## src/rtl/memctrl_pkg.sv

```systemverilog
// Shared types and helpers for the byte-serial memory bus arbiter.
// Holds state encodings, the IO region default, LEN_W sizing and byte-lane extraction.
package memctrl_pkg;

   typedef enum logic [1:0] {
      ST_IDLE  = 2'd0,
      ST_READ  = 2'd1,
      ST_WRITE = 2'd2
   } state_e;

   localparam logic [1:0] IO_ADDR_HI_DEF = 2'b11;

   // Widest store word byte_lane() accepts; callers zero-extend to this.
   localparam int MAX_BYTES = 16;
   localparam int LANE_W    = 8 * MAX_BYTES;

   function automatic int len_w(input int bytes);
      return $clog2(bytes) + 1;
   endfunction

   function automatic logic [7:0] byte_lane(input logic [LANE_W-1:0] d,
                                            input int unsigned k);
      return d[8*k +: 8];
   endfunction

endpackage

```

## src/rtl/mem_rr_arbiter.sv

```systemverilog
// Request vector to one-hot grant, fixed priority or round-robin.
// Ports: clk, rst (async, high), i_en (grant taken), i_req, o_gnt (one-hot).
module mem_rr_arbiter #(
   parameter int NUM_PORTS = 2,
   parameter int ARB_MODE  = 1
) (
   input  logic                 clk,
   input  logic                 rst,
   input  logic                 i_en,
   input  logic [NUM_PORTS-1:0] i_req,
   output logic [NUM_PORTS-1:0] o_gnt
);

   localparam int PTR_W = (NUM_PORTS > 1) ? $clog2(NUM_PORTS) : 1;

   logic [PTR_W-1:0] r_ptr;
   logic [PTR_W-1:0] w_base;
   logic [PTR_W-1:0] w_idx;
   logic [PTR_W-1:0] w_cand;
   logic             w_found;

   // r_ptr names the first port searched: the one after the last grant.
   always_comb begin
      w_base  = (ARB_MODE != 0) ? r_ptr : '0;
      o_gnt   = '0;
      w_idx   = '0;
      w_cand  = '0;
      w_found = 1'b0;
      for (int i = 0; i < NUM_PORTS; i++) begin
         w_cand = PTR_W'((int'(w_base) + i) % NUM_PORTS);
         if (!w_found && i_req[w_cand]) begin
            w_found       = 1'b1;
            w_idx         = w_cand;
            o_gnt[w_cand] = 1'b1;
         end
      end
   end

   always_ff @(posedge clk or posedge rst) begin
      if (rst) begin
         r_ptr <= '0;
      end else if (i_en && w_found) begin
         r_ptr <= (w_idx == PTR_W'(NUM_PORTS - 1)) ? '0
                  : w_idx + PTR_W'(1);
      end
   end

endmodule

```

## src/rtl/mem_bus_arbiter.sv

```systemverilog
// Arbitrates NUM_PORTS requesters onto the shared 8-bit RAM/IO bus.
// Ports: clk, rst, rdy, flush, mem_din/mem_dout/mem_a/mem_wr, io_buffer_full,
// req_valid/we/addr/len/wdata in, req_done/rdata/busy out.
// Optional MEMCTRL_LOAD_EXT_EN adds req_sext for sign-extended loads.
module mem_bus_arbiter
   import memctrl_pkg::*;
#(
   parameter int                   NUM_PORTS  = 2,
   parameter int                   ADDR_W     = 32,
   parameter int                   DATA_BYTES = 4,
   parameter int                   ARB_MODE   = 1,
   parameter logic [NUM_PORTS-1:0] FLUSH_MASK = 'b01,
   parameter logic [1:0]           IO_ADDR_HI = IO_ADDR_HI_DEF,
   localparam int                  DATA_W     = 8 * DATA_BYTES,
   localparam int                  LEN_W      = len_w(DATA_BYTES)
) (
   input  logic                          clk,
   input  logic                          rst,
   input  logic                          rdy,
   input  logic                          flush,
   input  logic [7:0]                    mem_din,
   output logic [7:0]                    mem_dout,
   output logic [ADDR_W-1:0]             mem_a,
   output logic                          mem_wr,
   input  logic                          io_buffer_full,
   input  logic [NUM_PORTS-1:0]          req_valid,
   input  logic [NUM_PORTS-1:0]          req_we,
   input  logic [NUM_PORTS*ADDR_W-1:0]   req_addr,
   input  logic [NUM_PORTS*LEN_W-1:0]    req_len,
   input  logic [NUM_PORTS*DATA_W-1:0]   req_wdata,
`ifdef MEMCTRL_LOAD_EXT_EN
   input  logic [NUM_PORTS-1:0]          req_sext,
`endif
   output logic [NUM_PORTS-1:0]          req_done,
   output logic [DATA_W-1:0]             rdata,
   output logic                          busy
);

   localparam logic [LEN_W-1:0] LEN_MAX = LEN_W'(DATA_BYTES);

   state_e                r_state, n_state;
   logic [ADDR_W-1:0]     r_a, n_a;
   logic                  r_wr, n_wr;
   logic [7:0]            r_dout, n_dout;
   logic [NUM_PORTS-1:0]  r_done, n_done;
   logic [DATA_W-1:0]     r_rdata, n_rdata;
   logic [LEN_W-1:0]      r_cnt, n_cnt;
   logic [LEN_W-1:0]      r_len, n_len;
   logic [DATA_W-1:0]     r_wdata, n_wdata;
   logic [NUM_PORTS-1:0]  r_port, n_port;
   logic [DATA_W-1:0]     r_buf, n_buf;
`ifdef MEMCTRL_LOAD_EXT_EN
   logic                  r_sext, n_sext;
`endif

   logic [NUM_PORTS-1:0]  w_req;
   logic [NUM_PORTS-1:0]  w_gnt;
   logic [ADDR_W-1:0]     w_sel_addr;
   logic [LEN_W-1:0]      w_sel_raw;
   logic [LEN_W-1:0]      w_sel_len;
   logic [DATA_W-1:0]     w_sel_wdata;
   logic                  w_sel_we;
   logic                  w_sel_sext;
   logic [DATA_W-1:0]     w_rd;

   function automatic logic is_io(input logic [ADDR_W-1:0] a);
      return a[17:16] == IO_ADDR_HI;
   endfunction

   assign w_req = req_valid & ~(flush ? FLUSH_MASK : '0);

   mem_rr_arbiter #(
      .NUM_PORTS (NUM_PORTS),
      .ARB_MODE  (ARB_MODE)
   ) u_arb (
      .clk   (clk),
      .rst   (rst),
      .i_en  (rdy),
      .i_req ((r_state == ST_IDLE) ? w_req : '0),
      .o_gnt (w_gnt)
   );

   always_comb begin
      w_sel_addr  = '0;
      w_sel_raw   = '0;
      w_sel_wdata = '0;
      w_sel_we    = 1'b0;
      w_sel_sext  = 1'b0;
      for (int p = 0; p < NUM_PORTS; p++) begin
         if (w_gnt[p]) begin
            w_sel_addr  = req_addr[p*ADDR_W +: ADDR_W];
            w_sel_raw   = req_len[p*LEN_W +: LEN_W];
            w_sel_wdata = req_wdata[p*DATA_W +: DATA_W];
            w_sel_we    = req_we[p];
`ifdef MEMCTRL_LOAD_EXT_EN
            w_sel_sext  = req_sext[p];
`endif
         end
      end
      w_sel_len = (w_sel_raw == '0 || w_sel_raw > LEN_MAX) ? LEN_MAX
                  : w_sel_raw;
   end

   always_comb begin
      n_state = r_state;
      n_a     = r_a;
      n_wr    = r_wr;
      n_dout  = r_dout;
      n_done  = '0;
      n_rdata = r_rdata;
      n_cnt   = r_cnt;
      n_len   = r_len;
      n_wdata = r_wdata;
      n_port  = r_port;
      n_buf   = r_buf;
`ifdef MEMCTRL_LOAD_EXT_EN
      n_sext  = r_sext;
`endif
      w_rd    = r_buf;
      unique case (r_state)
         ST_IDLE: begin
            n_a  = '0;
            n_wr = 1'b0;
            if (|w_gnt) begin
               n_port  = w_gnt;
               n_a     = w_sel_addr;
               n_len   = w_sel_len;
               n_wdata = w_sel_wdata;
               n_cnt   = '0;
               n_buf   = '0;
`ifdef MEMCTRL_LOAD_EXT_EN
               n_sext  = w_sel_sext;
`endif
               if (w_sel_we) begin
                  n_state = ST_WRITE;
                  n_dout  = byte_lane(LANE_W'(w_sel_wdata), 0);
                  // A full UART holds off even the first byte.
                  n_wr    = !(is_io(w_sel_addr) && io_buffer_full);
               end else begin
                  n_state = ST_READ;
               end
            end
         end
         ST_READ: begin
            if (flush && |(r_port & FLUSH_MASK)) begin
               n_state = ST_IDLE;
               n_a     = '0;
            end else begin
               w_rd[{r_cnt, 3'b000} +: 8] = mem_din;
               n_buf = w_rd;
               if (r_cnt == r_len - LEN_W'(1)) begin
`ifdef MEMCTRL_LOAD_EXT_EN
                  if (r_sext) begin
                     for (int b = 0; b < DATA_BYTES; b++) begin
                        if (b > int'(r_cnt)) begin
                           w_rd[8*b +: 8] = {8{mem_din[7]}};
                        end
                     end
                  end
`endif
                  n_rdata = w_rd;
                  n_done  = r_port;
                  n_state = ST_IDLE;
                  n_a     = '0;
               end else begin
                  n_cnt = r_cnt + LEN_W'(1);
                  n_a   = r_a + ADDR_W'(1);
               end
            end
         end
         ST_WRITE: begin
            // r_wr low means the current byte is still waiting on the UART.
            if (r_wr) begin
               if (r_cnt == r_len - LEN_W'(1)) begin
                  n_wr    = 1'b0;
                  n_done  = r_port;
                  n_state = ST_IDLE;
                  n_a     = '0;
               end else begin
                  n_cnt  = r_cnt + LEN_W'(1);
                  n_a    = r_a + ADDR_W'(1);
                  n_dout = byte_lane(LANE_W'(r_wdata), int'(r_cnt) + 1);
                  n_wr   = !(is_io(r_a + ADDR_W'(1)) && io_buffer_full);
               end
            end else begin
               n_wr = !(is_io(r_a) && io_buffer_full);
            end
         end
         default: n_state = ST_IDLE;
      endcase
   end

   always_ff @(posedge clk or posedge rst) begin
      if (rst) begin
         r_state <= ST_IDLE;
         r_a     <= '0;
         r_wr    <= 1'b0;
         r_dout  <= '0;
         r_done  <= '0;
         r_rdata <= '0;
         r_cnt   <= '0;
         r_len   <= '0;
         r_wdata <= '0;
         r_port  <= '0;
         r_buf   <= '0;
`ifdef MEMCTRL_LOAD_EXT_EN
         r_sext  <= 1'b0;
`endif
      end else if (rdy) begin
         r_state <= n_state;
         r_a     <= n_a;
         r_wr    <= n_wr;
         r_dout  <= n_dout;
         r_done  <= n_done;
         r_rdata <= n_rdata;
         r_cnt   <= n_cnt;
         r_len   <= n_len;
         r_wdata <= n_wdata;
         r_port  <= n_port;
         r_buf   <= n_buf;
`ifdef MEMCTRL_LOAD_EXT_EN
         r_sext  <= n_sext;
`endif
      end
   end

   assign mem_a    = r_a;
   assign mem_wr   = r_wr;
   assign mem_dout = r_dout;
   assign req_done = r_done;
   assign rdata    = r_rdata;
   assign busy     = (r_state != ST_IDLE);

endmodule

```

## config.mk

```make
export PLATFORM = sky130hd
export DESIGN_NAME = mem_bus_arbiter
export DESIGN_NICKNAME = d
export VERILOG_FILES = /design/src/rtl/memctrl_pkg.sv /design/src/rtl/mem_rr_arbiter.sv /design/src/rtl/mem_bus_arbiter.sv
export SDC_FILE = /design/constraint.sdc
export NUM_CORES = 1
export LEC_CHECK = 0
export ABC_AREA = 1
export CORE_AREA = 2 2 135 137
export CTS_CLUSTER_SIZE = 30
export DETAILED_ROUTE_END_ITERATION = 8
export DIE_AREA = 0 0 137 139
export PLACE_DENSITY = 0.86
export SLEW_MARGIN = 10
export SYNTH_ARGS = -nofsm -noshare
export SYNTH_HDL_FRONTEND = slang
export SYNTH_SLANG_ARGS = --single-unit
```

## constraint.sdc

```tcl
create_clock -name clk -period 5.75 [get_ports clk]
set_input_delay 1.15 -clock clk [delete_from_list [all_inputs] [get_ports clk]]
set_output_delay 1.15 -clock clk [all_outputs]
set_load 0.005 [all_outputs]
```

==> flow_metrics.env <==
export IMPL_status="finished clean"
export IMPL_syn_inst=1135
export IMPL_synth_top_area_share_pct=42.2
export IMPL_ys_async_sr_fraction_pct=100
export IMPL_fin_skew_ns=0.0111
export IMPL_critPathMaxFanout=38
export IMPL_start_util_pct=47.7
export IMPL_num_antenna_cells=0
export IMPL_clock_sinks=142
export IMPL_cts_max_level=4
export IMPL_synth_edf_count=0
export IMPL_syn_area_sq_um=8420
export IMPL_post_cts_buffers=0
export IMPL_drive_gt1_share_pct=6.53
export IMPL_cts_root_buf="clkbuf_16"
export IMPL_fmax_ghz=0.293
export IMPL_ant_nets=0
export IMPL_period_minus_slack_ns=3.42
export IMPL_ys_ff_latch=142
export IMPL_final_nets=1495
export IMPL_final_hold_viol_count=0
export IMPL_mostFrequentLayoutCells="nand2_1, clkdlybuf4s50_1, dfrtp_1, inv_1, nor2_1"
export IMPL_io_buffers=226
export IMPL_clk_path_buf_depth=2
export IMPL_n_fill_cell=1505
export IMPL_cp_arrival_ns=3.77
export IMPL_fp_dieW_microns=137
export IMPL_synth_top_area_cell="dfrtp_1"
export IMPL_setup_viol=0
export IMPL_power_leakage_nw=5.09
export IMPL_p_sw_share_pct=41.2
export IMPL_grt_pass1_vias=8384
export IMPL_grt_antenna_before_repair=0
export IMPL_ys_types=42
export IMPL_grt_max_degree=106
export IMPL_path_clk_slew_ns=0.06
export IMPL_grt_pass1_wl_mm=40.7
export IMPL_cp_end_kind="flip-flop"
export IMPL_seqCellArea_sq_um=3550
export IMPL_vias=8604
export IMPL_timing_final_crit_share_pct=59.4
export IMPL_holdWs_ns=0.477
export IMPL_powerDensity_nw_per_um2=474
export IMPL_layout_commonest_cell="nand2_1"
export IMPL_rsz0062_at_grt="false"
export IMPL_hp_class="flip-flop to flip-flop"
export IMPL_first_iter_violations=734
export IMPL_cts_repair_resized=0
export IMPL_viasPerCell=5.46
export IMPL_core_sq_um=17700
export IMPL_grt_util_all_layers_pct=27.0
export IMPL_avgSynthCellArea_sq_um=7.42
export IMPL_slew_headroom_pct=30.0
export IMPL_worstSetupPathType="input pin to flip-flop"
export IMPL_yosysWarnings=0
export IMPL_postCtsHoldBufs=0
export IMPL_clkPwrFrac_pct=21.3
export IMPL_drc=0
export IMPL_io_pins=227
export IMPL_drv_cap=0
export IMPL_seq_power_share_pct=32.2
export IMPL_place_congestion=0.932
export IMPL_critPathLaunchType="input pin"
export IMPL_p_comb_share_pct=46.5
export IMPL_p_sw_mw=2.21
export IMPL_intPower_mw=3.15
export IMPL_die_h_microns=139
export IMPL_drv_slew=0
export IMPL_grt_remaining_overflow=0
export IMPL_synth_area_top_cells="dfrtp_1, nand2_1, inv_1"
export IMPL_max_slew_worst_pin_slew_ns=1.05
export IMPL_yosysSeqAreaShare_pct=42.2
export IMPL_required_ns=6.10
export IMPL_setup_tns_ns=0
export IMPL_synth_ff_type="dfrtp_1"
export IMPL_multiInputGateArea_sq_um=4100
export IMPL_routedWlPerCell_microns=16.1
export IMPL_vdd_ir_drop_max_mv=0.258
export IMPL_cts_tree="done"
export IMPL_routed_wl_mm=25.4
export IMPL_dr_pass1_iters=6
export IMPL_rows=49
export IMPL_synth_nets=1296
export IMPL_clk_latency_ns=0.43
export IMPL_synthToLayoutAreaGrowth_pct=34.2
export IMPL_dp_hpwl_mm=18.3
export IMPL_die_area_sq_um=19000
export IMPL_numCtsBuffers=17
## critical path, stage by stage
cell and delay [ns]:
clkdlybuf4s50_1 0.64, nor2_4 0.10, a21oi_4 0.82, a22o_1 0.25, inv_1 0.06, nand2_1 0.07
ha_1 0.22, or2_2 0.30, o22ai_1 0.13
## path summary, 6_finish.rpt
kind	start	endpoint	slack (ns)	depth (start not counted)
worst max-delay path	flush	r_len[1]	2.33	9
worst min-delay path	mem_dout[3]	mem_dout[3]	0.48	2
worst max register to register	r_state[0]	r_len[1]	2.67	10
worst min register to register	mem_dout[3]	mem_dout[3]	0.48	2
max in group asynchronous	rst	r_state[0]	3.33	3
min in group asynchronous	rst	mem_a[23]	1.32	2
## Yosys cell counts, types with 12 or more instances
| master | instances |
|---|---|
| nand2_1 | 358 |
| dfrtp_1 | 142 |
| inv_1 | 109 |
| nor2_1 | 73 |
| nand3_1 | 71 |
| o21ai_0 | 64 |
| a21oi_1 | 53 |
| o21ai_1 | 36 |
| o22ai_1 | 27 |
| buf_2 | 16 |
| o211ai_1 | 16 |
| a22o_1 | 12 |
## cell families (layout without fill, tap and decap cells)
| kind of cell | after synthesis | count (layout) | synth area share, % |
|---|---|---|---|
| XOR/XNOR | 14 | 14 | 1.46 |
| flip-flops | 142 | 142 | 42.2 |
| AND/OR/NAND/NOR | 554 | 554 | 28.2 |
| AO/OA/AOI/OAI | 238 | 238 | 16.7 |
| multiplexers | 7 | 7 | 0.832 |
| adder cells (fa/ha/maj) | 10 | 10 | 1.49 |
| buffers and inverters | 170 | 382 | 9.19 |
## per-stage QoR
stage	setup WS, ns	power [mW]	instances	utilization [%]	cell area [sq um]
4_1_cts	2.30	5.36	1576	64.0	11300
5_1_grt	2.15	5.73	1576	64.0	11300
2_1_floorplan	0.790	3.20	1135	-	8420
6_report	2.33	5.36	1576	64.0	11300
3_3_place_gp	1.97	4.12	1544	60.5	10700
3_5_place_dp	1.89	4.19	1544	60.5	10700
## power by group through the flow
stage	Combinational, mW	Sequential, mW	Clock (mW)
after global routing	2.77	1.77	1.19
after CTS	2.49	1.71	1.15
after detailed placement	2.47	1.72	0
after global placement	2.41	1.71	0
final	2.49	1.73	1.14
after floorplan	1.55	1.65	0
## state kept, by name, indices dropped and copies added (netlist names), named ones only
signal and count:
r_wdata 24, r_port 2, r_buf 32, req_done 2, r_cnt 3, rdata 32
mem_dout 8, r_state 2, mem_wr 1, mem_a 32, r_len 3
## layout make-up
| type | count | share of cell area, % |
|---|---|---|
| multi-input combinational | 823 | 36.3 |
| sequential | 142 | 31.4 |
| timing repair buffer | 230 | 20.3 |
| clock buffer | 21 | 4.25 |
| inverter | 120 | 4.03 |
| tap | 229 | 2.54 |
| clock inverter | 11 | 1.15 |
## layer usage
layer	track usage [%]	vias to the layer above	wire [microns]
met3	6.43	79	2250
met4	12.7	0	1040
li1	-	4114	-
met5	0	-	0
met1	32.9	3988	9870
met2	44.8	423	12200
No activity file was read; power rests on OpenSTA's default activity.
